===== config.mk =====
export PLATFORM = sky130hd
export DESIGN_NAME = rename_dispatch_ctrl
export DESIGN_NICKNAME = d
export VERILOG_FILES = /design/src/rtl/rename_pkg.sv /design/src/rtl/tag_free_list.sv /design/src/rtl/rename_dispatch_ctrl.sv
export SDC_FILE = /design/constraint.sdc
export NUM_CORES = 1
export LEC_CHECK = 0
export CAP_MARGIN = 20
export CELL_PAD_IN_SITES_DETAIL_PLACEMENT = 0
export CELL_PAD_IN_SITES_GLOBAL_PLACEMENT = 1
export CORE_MARGIN = 8
export CORE_UTILIZATION = 42
export DETAILED_ROUTE_END_ITERATION = 12
export GPL_TIMING_DRIVEN = 0
export PLACE_DENSITY_LB_ADDON = 0.1
export SLEW_MARGIN = 5
export SYNTH_ARGS = -nofsm -noshare
export SYNTH_HDL_FRONTEND = slang
export SYNTH_SLANG_ARGS = --single-unit

===== constraint.sdc =====
create_clock -name clk -period 11.1 [get_ports clk]
set_clock_uncertainty 0.1 [all_clocks]
set_input_delay 2.22 -clock clk [delete_from_list [all_inputs] [get_ports clk]]
set_output_delay 2.22 -clock clk [all_outputs]
set_load 0.01 [all_outputs]

===== src/rtl/rename_pkg.sv =====
`default_nettype none
// ============================================================================
//  Module   : rename_pkg
//  Purpose  : Shared types and constants for the rename/dispatch controller.
//             - default geometry and derived widths
//             - register status table entry (valid + producer tag)
//             - issue queue index encoding
//  Revision : 1.0  initial release
// ============================================================================
package rename_pkg;

    localparam int c_default_num_tags  = 64;
    localparam int c_default_arch_regs = 32;
    localparam int c_default_tag_w     = $clog2(c_default_num_tags);
    localparam int c_default_areg_w    = $clog2(c_default_arch_regs);

    // Storage width of the tag field in an RST entry. Instances narrower
    // than this keep the upper bits at zero; NUM_TAGS must not exceed
    // 2**c_tag_w_max.
    localparam int c_tag_w_max = 16;

    typedef struct packed {
        logic                   valid;
        logic [c_tag_w_max-1:0] tag;
    } rst_entry_t;

    // Bit position of each issue queue inside the one-hot q_sel/q_full/q_en
    typedef enum logic [1:0] {
        Q_INT  = 2'd0,
        Q_LDST = 2'd1,
        Q_MULT = 2'd2,
        Q_DIV  = 2'd3
    } queue_idx_e;

endpackage : rename_pkg
`default_nettype wire


===== src/rtl/tag_free_list.sv =====
`default_nettype none
// ============================================================================
//  Module   : tag_free_list
//  Purpose  : Circular FIFO of free physical rename tags. Resets full, holding
//             tags 0..NUM_TAGS-1 in order. Pushes while full are dropped and
//             raise a sticky overflow flag.
//  Ports    : clk, rst (sync, active-low)
//             push/push_tag : return a tag to the tail
//             pop           : consume the head tag
//             head_tag      : tag at the head (next allocation)
//             count         : number of free tags (0..NUM_TAGS)
//             ovf           : sticky, push attempted while full
//  Revision : 1.0  initial release
// ============================================================================
module tag_free_list #(
    parameter int NUM_TAGS = 64,
    parameter int TAG_W    = $clog2(NUM_TAGS)
) (
    input  logic             clk,
    input  logic             rst,
    input  logic             push,
    input  logic [TAG_W-1:0] push_tag,
    input  logic             pop,
    output logic [TAG_W-1:0] head_tag,
    output logic [TAG_W:0]   count,
    output logic             ovf
);

    localparam logic [TAG_W:0] c_full = (TAG_W+1)'(NUM_TAGS);

    logic [TAG_W-1:0] r_mem [NUM_TAGS];
    logic [TAG_W-1:0] r_head;
    logic [TAG_W-1:0] r_tail;
    logic [TAG_W:0]   r_count;
    logic             r_ovf;

    logic w_full;
    logic w_push_ok;
    logic w_pop_ok;

    assign w_full    = (r_count == c_full);
    assign w_push_ok = push & ~w_full;
    assign w_pop_ok  = pop & (r_count != '0);

    // NUM_TAGS is a power of two, so the pointers wrap by natural overflow.
    always_ff @(posedge clk) begin
        if (!rst) begin
            for (int i = 0; i < NUM_TAGS; i++) begin
                r_mem[i] <= TAG_W'(i);
            end
            r_head  <= '0;
            r_tail  <= '0;
            r_count <= c_full;
            r_ovf   <= 1'b0;
        end else begin
            if (w_push_ok) begin
                r_mem[r_tail] <= push_tag;
                r_tail        <= r_tail + 1'b1;
            end
            if (w_pop_ok) begin
                r_head <= r_head + 1'b1;
            end
            case ({w_push_ok, w_pop_ok})
                2'b10:   r_count <= r_count + 1'b1;
                2'b01:   r_count <= r_count - 1'b1;
                default: r_count <= r_count;
            endcase
            if (push && w_full) begin
                r_ovf <= 1'b1;
            end
        end
    end

    assign head_tag = r_mem[r_head];
    assign count    = r_count;
    assign ovf      = r_ovf;

endmodule : tag_free_list
`default_nettype wire


===== src/rtl/rename_dispatch_ctrl.sv =====
`default_nettype none
// ============================================================================
//  Module   : rename_dispatch_ctrl
//  Purpose  : Rename and dispatch control between decode and the issue
//             queues: tag free-list, register status table, CDB operand
//             forwarding, outstanding-branch stall and queue backpressure.
//  Ports    : clk, rst (sync, active-low)
//             disp_valid/disp_ready     : dispatch handshake (fire = both)
//             rs1/rs2/rd_addr, rd_wr    : operand and destination registers
//             is_branch, q_sel, q_full  : branch flag, target queue, backpressure
//             q_en                      : one-hot enqueue strobe
//             rsN_tag/pend/sel_cdb      : operand producer status
//             rd_tag                    : tag allocated to rd
//             cdb_valid/tag/branch      : completion broadcast, branch resolve
//             rf_wen/rf_waddr           : register-file write qualification
//             free_cnt, err_ovf         : free tags, sticky free-list overflow
//  Revision : 1.0  initial release
// ============================================================================
module rename_dispatch_ctrl
    import rename_pkg::*;
#(
    parameter int NUM_TAGS   = c_default_num_tags,
    parameter int ARCH_REGS  = c_default_arch_regs,
    parameter int NUM_QUEUES = 4,
    parameter int MAX_BR     = 1,
    parameter int TAG_W      = $clog2(NUM_TAGS),
    parameter int AREG_W     = $clog2(ARCH_REGS)
) (
    input  logic                  clk,
    input  logic                  rst,
    input  logic                  disp_valid,
    output logic                  disp_ready,
    input  logic [AREG_W-1:0]     rs1_addr,
    input  logic [AREG_W-1:0]     rs2_addr,
    input  logic [AREG_W-1:0]     rd_addr,
    input  logic                  rd_wr,
    input  logic                  is_branch,
    input  logic [NUM_QUEUES-1:0] q_sel,
    input  logic [NUM_QUEUES-1:0] q_full,
    output logic [NUM_QUEUES-1:0] q_en,
    output logic [TAG_W-1:0]      rs1_tag,
    output logic [TAG_W-1:0]      rs2_tag,
    output logic                  rs1_pend,
    output logic                  rs2_pend,
    output logic                  rs1_sel_cdb,
    output logic                  rs2_sel_cdb,
    output logic [TAG_W-1:0]      rd_tag,
    input  logic                  cdb_valid,
    input  logic [TAG_W-1:0]      cdb_tag,
    input  logic                  cdb_branch,
    output logic                  rf_wen,
    output logic [AREG_W-1:0]     rf_waddr,
    output logic [TAG_W:0]        free_cnt,
    output logic                  err_ovf
);

    localparam int                c_br_w   = $clog2(MAX_BR + 1);
    localparam logic [c_br_w-1:0] c_br_max = c_br_w'(MAX_BR);

    rst_entry_t        r_rst [ARCH_REGS];
    logic [c_br_w-1:0] r_br_cnt;

    logic              w_rd_nz;
    logic              w_fire;
    logic              w_ren;
    logic              w_br_fire;
    logic              w_cdb_hit;
    logic [AREG_W-1:0] w_cdb_idx;

    // Returns {pend, sel_cdb} for one source operand.
    function automatic logic [1:0] src_status(
        input rst_entry_t       e,
        input logic             nz,
        input logic             cv,
        input logic [TAG_W-1:0] ct
    );
        if (!nz || !e.valid) begin
            return 2'b00;
        end
        if (cv && (e.tag[TAG_W-1:0] == ct)) begin
            return 2'b01;
        end
        return 2'b10;
    endfunction

    // ---------------------------------------------------------------- handshake
    assign w_rd_nz    = (rd_addr != '0);
    assign disp_ready = ~|(q_sel & q_full)
                      & ~(rd_wr & w_rd_nz & (free_cnt == '0))
                      & ~(is_branch & (r_br_cnt == c_br_max));
    assign w_fire     = disp_valid & disp_ready;
    assign w_ren      = w_fire & rd_wr & w_rd_nz;
    assign w_br_fire  = w_fire & is_branch;
    assign q_en       = q_sel & {NUM_QUEUES{w_fire}};

    // ------------------------------------------------------------ source lookup
    // Reads the table before this cycle's update, so rs==rd sees the old map.
    assign {rs1_pend, rs1_sel_cdb} = src_status(r_rst[rs1_addr], (rs1_addr != '0), cdb_valid, cdb_tag);
    assign {rs2_pend, rs2_sel_cdb} = src_status(r_rst[rs2_addr], (rs2_addr != '0), cdb_valid, cdb_tag);
    assign rs1_tag = r_rst[rs1_addr].tag[TAG_W-1:0];
    assign rs2_tag = r_rst[rs2_addr].tag[TAG_W-1:0];

    // ---------------------------------------------------------------- CDB match
    // A live tag is mapped by at most one register, so the match is unique.
    always_comb begin
        w_cdb_hit = 1'b0;
        w_cdb_idx = '0;
        for (int i = 1; i < ARCH_REGS; i++) begin
            if (r_rst[i].valid && (r_rst[i].tag[TAG_W-1:0] == cdb_tag)) begin
                w_cdb_hit = 1'b1;
                w_cdb_idx = AREG_W'(i);
            end
        end
    end

    // An entry renamed in the same cycle now belongs to a younger producer,
    // so the completing result must not be written back for it.
    assign rf_wen   = cdb_valid & w_cdb_hit & ~(w_ren & (rd_addr == w_cdb_idx));
    assign rf_waddr = w_cdb_idx;

    // --------------------------------------------------------- status table
    always_ff @(posedge clk) begin
        if (!rst) begin
            for (int i = 0; i < ARCH_REGS; i++) begin
                r_rst[i] <= '0;
            end
        end else begin
            for (int i = 0; i < ARCH_REGS; i++) begin
                if (w_ren && (rd_addr == AREG_W'(i))) begin
                    r_rst[i] <= '{valid: 1'b1, tag: c_tag_w_max'(rd_tag)};
                end else if (rf_wen && (w_cdb_idx == AREG_W'(i))) begin
                    r_rst[i].valid <= 1'b0;
                end
            end
        end
    end

    // ------------------------------------------------------- branch counter
    always_ff @(posedge clk) begin
        if (!rst) begin
            r_br_cnt <= '0;
        end else if (w_br_fire && cdb_branch) begin
            r_br_cnt <= r_br_cnt;
        end else if (w_br_fire) begin
            r_br_cnt <= r_br_cnt + 1'b1;
        end else if (cdb_branch && (r_br_cnt != '0)) begin
            r_br_cnt <= r_br_cnt - 1'b1;
        end
    end

    // ------------------------------------------------------------ free-list
    tag_free_list #(
        .NUM_TAGS (NUM_TAGS),
        .TAG_W    (TAG_W)
    ) u_free_list (
        .clk      (clk),
        .rst      (rst),
        .push     (cdb_valid),
        .push_tag (cdb_tag),
        .pop      (w_ren),
        .head_tag (rd_tag),
        .count    (free_cnt),
        .ovf      (err_ovf)
    );

endmodule : rename_dispatch_ctrl
`default_nettype wire


== Yosys cells after proc, flatten, opt, wreduce, memory -nomap -nowiden ==
Memories as Yosys holds them, arrays and structs flattened. A register that Yosys moved wholly into a read port is not among the register bits.
Index checks and enable logic that the tools add are counted.

* Mux-type cells: 376
* Equality and inequality tests: 99
* Bitwise gates (word level): 85
* Reductions and logical operators: 119
* $add $sub $neg: 6

{| class="wikitable"
|+ Operators by type and width
! operator !! number
|-
| two-way mux 1 bit || 301
|-
| two-way mux 7 bit || 32
|-
| equality test 6 bit || 33
|-
| equality test 5 bit, second input constant || 32
|-
| two-way mux 5 bit || 30
|-
| logical AND 1 bit || 100
|-
| equality test 5 x 4 -> 1 bit, second input constant || 16
|-
| bitwise OR 1 bit || 64
|-
| equality test 5 x 3 -> 1 bit, second input constant || 8
|-
| two-way mux 6 bit || 4
|-
| equality test 5 x 2 -> 1 bit, second input constant || 4
|-
| two-way mux 2 bit || 8
|-
| nonzero test 5 bit || 3
|-
| AND 1 bit || 14
|-
| case mux 7 bit (2 select lines) || 1
|-
| adder 6 x 1 -> 6 bit, second input constant || 2
|-
| equality test 5 x 1 -> 1 bit, second input constant || 2
|-
| logical NOT 5 bit || 2
|-
| AND 4 bit || 2
|-
| adder 7 x 1 -> 7 bit, second input constant || 1
|-
| equality test 7 bit, second input constant || 1
|-
| logical NOT 7 bit || 1
|-
| nonzero test 7 bit || 1
|-
| subtractor 7 x 1 -> 7 bit, second input constant || 1
|-
| 12 further kinds || 22
|}

* Register bits after elaboration: 21
* Memories kept: 2
* Input port bits: 36
* RAM bits: 608
* Output and inout port bits: 41
* Logic and storage cells: 692

{| class="wikitable"
|+ Memory list
! name !! depth !! bits a word !! read ports !! clocked after Yosys merged registers in !! wr ports !! RTL line !! text
|-
| u_free_list.r_mem || 64 || 6 || 1 || 1 || 64 || tag_free_list.sv:31 || <nowiki>logic [TAG_W-1:0] r_mem [NUM_TAGS];</nowiki>
|-
| r_rst || 32 || 7 || 33 || 0 || 32 || rename_dispatch_ctrl.sv:60 || <nowiki>rst_entry_t r_rst [ARCH_REGS];</nowiki>
|}

== Logic depth before layout (Yosys ltp) ==
Gate-level depths: netlist of the first run.
An unclocked memory read counts as a cell.

* Depth after elaboration: 44
* Depth in mapped cells: 18
* Depth with buffers taken out: 18

== Modules after synthesis ==
Synthesis of the first run repeated with hierarchy kept, for this count alone.

* Cell total of the unflattened synthesis: 2582
* Area, all modules: 34015.1 um^2

{| class="wikitable"
|+ By module, submodules not included
! module !! sequential area each (um^2) !! area an instance (um^2) !! cells each !! times used
|-
| tag_free_list || 12051.6 || 18836.8 || 1421 || 1
|-
| rename_dispatch_ctrl || 6716.4 || 15178.3 || 1161 || 1
|}

== Least setup slack after synthesis of the first run ==
Ideal clock, no wire load.

* Kind: input -> output
* From: input rs2_addr[1]
* To: output rs2_pend
* Stages on the path: 8
* Required time: 8.780 ns
* Slack: 3.741 ns
* Path buffers: 2
* Arrival time: 5.039 ns
* Cells stage by stage: buf_1 buf_1 mux4_2 mux4_2 mux2_2 xnor2_1 nand4_1 nor2b_1

* Cells in the longest elaborated chain, start to end: 7
* Elaborated cells on any way between the ends: 13
* Those cells by class: eq/ne (1); mux (6); reduce/logical (5); memory (1)

{| class="wikitable"
|+ RTL lines
! item !! RTL line !! text
|-
| start: declaration || rename_dispatch_ctrl.sv:34 || <nowiki>input logic [AREG_W-1:0] rs2_addr,</nowiki>
|-
| memory (32 x 7 bit) * || -- ||
|-
| net rs2_tag[3] || rename_dispatch_ctrl.sv:42 || <nowiki>output logic [TAG_W-1:0] rs2_tag,</nowiki>
|-
| equality test 6 bit * || rename_dispatch_ctrl.sv:80 || <nowiki>if (cv && (e.tag[TAG_W-1:0] == ct)) begin</nowiki>
|-
| logical AND 1 bit * || rename_dispatch_ctrl.sv:80 ||
|-
| two-way mux 1 bit (2 in series) || rename_dispatch_ctrl.sv:80 ||
|-
| two-way mux 2 bit * || rename_dispatch_ctrl.sv:83 || <nowiki>return 2'b10;</nowiki>
|-
| two-way mux 2 bit * || rename_dispatch_ctrl.sv:80 ||
|-
| end: declaration || rename_dispatch_ctrl.sv:44 || <nowiki>output logic rs2_pend,</nowiki>
|}

The timed path passes the listed nets; every way through them passes the cells marked *. The select of a mux whose other input is x is not followed.

== Worst setup path in the final report of the first run ==
* From: input rd_addr[1]
* To: output rf_wen

* Cells in the longest elaborated chain, start to end: 12
* Elaborated cells on any way between the ends: 13
* Those cells by class: eq/ne (1); bitwise (11); reduce/logical (1)

{| class="wikitable"
|+ RTL lines
! item !! RTL line !! text
|-
| start: declaration || rename_dispatch_ctrl.sv:35 || <nowiki>input logic [AREG_W-1:0] rd_addr,</nowiki>
|-
| nonzero test 5 bit || rename_dispatch_ctrl.sv:87 || <nowiki>assign w_rd_nz = (rd_addr != '0);</nowiki>
|-
| AND 1 bit (2 in series) || rename_dispatch_ctrl.sv:89 || <nowiki>& ~(rd_wr & w_rd_nz & (free_cnt == '0))</nowiki>
|-
| NOT 1 bit || rename_dispatch_ctrl.sv:89 ||
|-
| AND 1 bit || rename_dispatch_ctrl.sv:89 ||
|-
| AND 1 bit || rename_dispatch_ctrl.sv:90 || <nowiki>& ~(is_branch & (r_br_cnt == c_br_max));</nowiki>
|-
| AND 1 bit || rename_dispatch_ctrl.sv:91 || <nowiki>assign w_fire = disp_valid & disp_ready;</nowiki>
|-
| AND 1 bit (2 in series) || rename_dispatch_ctrl.sv:92 || <nowiki>assign w_ren = w_fire & rd_wr & w_rd_nz;</nowiki>
|-
| AND 1 bit * || rename_dispatch_ctrl.sv:118 || <nowiki>assign rf_wen = cdb_valid & w_cdb_hit & ~(w_ren & (rd_addr == w_cdb_idx));</nowiki>
|-
| NOT 1 bit * || rename_dispatch_ctrl.sv:118 ||
|-
| AND 1 bit * || rename_dispatch_ctrl.sv:118 ||
|-
| end: declaration || rename_dispatch_ctrl.sv:51 || <nowiki>output logic rf_wen,</nowiki>
|}

Every way passes the cells marked *; elsewhere a longest branch is shown, timed or not.

==> flow_summary_export.csv, run 1 <==
group,metric,value,unit
route,avgViaCountPerCell,6.36,
synthesis,synth_cells,2410,
synthesis,avgSynthCellArea,14.0,µm²
route,route.vias.total,23557,
pwr,p_sw,1.62,mW
floorplan,placementRows,103,
timing,slew_headroom,18.4,%
synthesis,yosys_warnings,0,
grt,grt_max_degree,15,
floorplan,die_y,299,µm
worst_setup_path,crit_fanout,7,
worst_setup_path,startpoint_type,"primary input",
timing,hold_viol,0,
cells_and_area,final-seq-area,18800,µm²
timing,fmax,107,MHz
pwr,intPower,4.38,mW
pwr,swShare,26.9,%
synthesis,synthMostInstantiatedCell,"edfxtp_1",
synthesis,ys_async_sr_fraction,0,%
cells_and_area,multi_input_area,13800,µm²
route,drc,0,
cts,cts.sinks,634,
synthesis,synth_edf_count,607,
grt,grt_pass1_wl,187000,µm
route,drtPass1Iterations,6,
grt,grt_pass1_vias,23481,
worst_setup_path,path_buf_inv,3,
cts,clk_pin_slew,0.06,ns
worst_setup_path,r2r_slack,5.03,ns
floorplan,die_x,299,µm
grt,grt_usage,29.7,%
job,cap_violations,0,
cts,cts_root_buffer,"clkbuf_16",
cells_and_area,drive_above_1_share,20.2,%
synthesis,ys_seq_area_share,55.8,%
cells_and_area,area_growth,14.3,%
route,detail_route.wl_per_cell,36.5,µm
route,wl,135000,µm
cells_and_area,layout.cells.non_filler,3703,
synthesis,synth_top_area_share,54.2,%
place,hpwl,103000,µm
cells_and_area,final_cell_area,38400,µm²
place,postPlaceCellArea,36000,µm²
cells_and_area,utilization,48.6,%
worst_setup_path,slowest_stage,"o41ai_2",
pwr,power_density,156,nW/µm²
synthesis,yosys_most_used_dff,"edfxtp_1",
cells_and_area,fin_nets,2642,
floorplan,initial_utilization,42.5,%
synthesis,yosys-top-cells-area,"edfxtp_1 54%, mux4_2 18%, xnor2_1 2.9%",
worst_setup_path,cp_top_family,"simple AND/OR/NAND/NOR gates",
floorplan,pin_count,77,
worst_setup_path,cp.arrival,6.99,ns
cts,cts_tree,"yes",
synthesis,ys_types,65,
cts,cts_buffers,73,
pwr,comb_power_share,13.1,%
hold_path,hold_path_class,"flop to flop",
timing,period_share,83.9,%
cells_and_area,nFillCells,6974,
pwr,seq_power_share,46.8,%
cts,cts_setup_buffers,0,
route,first_iter_violations,2972,
worst_setup_path,crit_top_cell,"nor2_1",
place,portBuffers,59,
synthesis,ys_ff_latch,634,
floorplan,die_area,89400,µm²
route,antenna_left,0,
timing,slew_viol_final,0,
floorplan,core,79100,µm²
timing,period_needed,9.31,ns
cts,htree_levels,3,
run_status,outcome,"complete, no violations",
worst_setup_path,crit_start,"rd_addr[1]",
place,gp_congestion,0.974,
synthesis,synth_area,33600,µm²
worst_setup_path,worstSetupPathType,"primary input to primary output",
timing,fin_tns_setup,0,ns
worst_setup_path,slowest_delay,0.82,ns
grt,grt_overflow,0,
pwr,vdd_drop_max,105,µV
timing,rsz0062_at_grt,"false",
grt,antenna_found_initial,2,
timing,setup_viol,0,
synthesis,synth.largest_area_cell,"edfxtp_1",
worst_setup_path,crit_path_end_kind,"primary output",
cts,clk_latency,0.64,ns
timing,tightest_slew,1.21,ns
place,place_inst,3558,
synthesis,synth_common_cells,"607 x edfxtp_1, 264 x mux4_2, 200 x nor2_1",
worst_setup_path,required,8.78,ns
cts,ctsLongestPathBuffers,3,
pwr,p_clk_share,40.1,%
cts,cts_resized,0,
worst_setup_path,cp_cell_sequence,"clkdlybuf4s50_1 -> or2_2 -> o41ai_2 -> nor3b_1 -> nor2_1 -> and2_1 -> nand2b_1 -> or4_4 -> buf_6 -> nor2_1 -> nor2_1 -> clkdlybuf4s50_1",
cts,postCtsHoldBufs,0,
hold_path,hp-start,"u_free_list.ovf",
pwr,p_leak,12.7,nW
==> layer usage <==
layer  track usage (%)  part of all wire [%]  up-vias
met1              35.8                    36    12153
met4              15.5                   6.2        2
li1                  -                     -     9639
met2              50.3                    49     1415
met3              5.73                   8.9      348
met5                 0                0.0037        -
==> sequential cells by signal, indices dropped and copies added (netlist names), named ones only <==
signal              count
r_rst                 223
u_free_list.count       7
u_free_list.ovf         1
r_br_cnt                1
u_free_list.r_tail      6
u_free_list.r_head      6
u_free_list.r_mem     384
==> cell usage in the layout (no fill, tap or decap), types with 18 or more instances in the layout <==
cell type and count:
or2_2 66, clkdlybuf4s50_1 59, edfxtp_1 607, buf_8 24, nand3_1 74, dfxtp_1 27, clkbuf_16 74, and3_1 125
o21ai_0 37, or3_1 71, nor4_1 35, clkbuf_1 190, buf_1 29, xnor2_1 113, and2_1 20, o21bai_1 26
mux4_2 264, inv_1 18, nor2_1 199, xor2_1 100, nand2_1 146, nand4_1 37, nand2b_1 18, nor3_1 47
buf_6 18
==> worst reg2reg max path, cell delays in order (launching register included) <==
cell and delay (ns):
dfxtp_1 0.31, clkbuf_1 0.34, clkbuf_1 0.72, buf_1 0.54, buf_8 0.25, mux4_2 0.53, mux4_2 0.52, mux4_2 0.62
nand2_1 0.42, clkbuf_1 0.83, inv_1 0.49
==> worst paths after layout <==
check,end,cells after the start
setup / recovery,rf_wen,12
hold / removal,u_free_list.ovf,2
setup reg to reg,r_rst[24][1],10
hold reg to reg,u_free_list.ovf,2
==> through the flow <==
step	hold WS, ns	worst slack [ns]	total power [mW]
global placement	0.358	1.33	3.61
detailed placement	0.367	1.90	3.63
finish	0.387	1.79	6.00
floorplan	0.385	3.74	3.26
CTS	0.389	1.88	5.99
global route	0.409	1.82	6.13
==> kinds of logic after synthesis <==
logic type      Yosys count  share of synthesized area [%]
flops                   634                           55.8
fa+ha+maj                10                          0.387
buf+inv                 246                           3.36
simple gates            881                           13.6
mux                     282                           18.3
xor+xnor                214                           5.60
other cells               1                         0.0112
compound gates          142                           3.00
==> power groups by stage <==
stage	Clock [mW]	Combinational, mW	Sequential [mW]
5_1_grt	2.50	0.813	2.82
2_1_floorplan	0	0.440	2.82
6_report	2.41	0.786	2.81
3_5_place_dp	0	0.774	2.85
4_1_cts	2.41	0.777	2.80
3_3_place_gp	0	0.760	2.85
==> layout make-up <==
| cell class | count | area share, % |
|---|---|---|
| Antenna cell | 1 | 0.00651 |
| Buffer | 227 | 2.76 |
| Clock buffer | 96 | 5.11 |
| Clock inverter | 34 | 0.964 |
| Inverter | 19 | 0.186 |
| Multi-Input combinational cell | 1535 | 35.8 |
| Sequential cell | 634 | 48.8 |
| Tap cell | 1050 | 3.42 |
| Timing Repair Buffer | 107 | 2.90 |
Power figures use the tool's default switching activity.
==> inputs of run 2 (changes only) <==
==> constraint.sdc (replaced) <==
create_clock -name clk -period 8.8 [get_ports clk]
set_clock_uncertainty 0.1 [all_clocks]
set_input_delay 1.76 -clock clk [delete_from_list [all_inputs] [get_ports clk]]
set_output_delay 1.76 -clock clk [all_outputs]
set_load 0.01 [all_outputs]
==> results of run 2 <==
Same layout as run 1 (identical final DEF). Status: complete, no violations.
Among the figures that moved: setup slack after placement 1.90 ns -> 0.516 ns; setup slack after layout 1.79 ns -> 0.409 ns; register-to-register setup slack 5.03 ns -> 2.73 ns; total power 6.00 mW -> 7.57 mW; worst IR drop on VDD 105 µV -> 133 µV
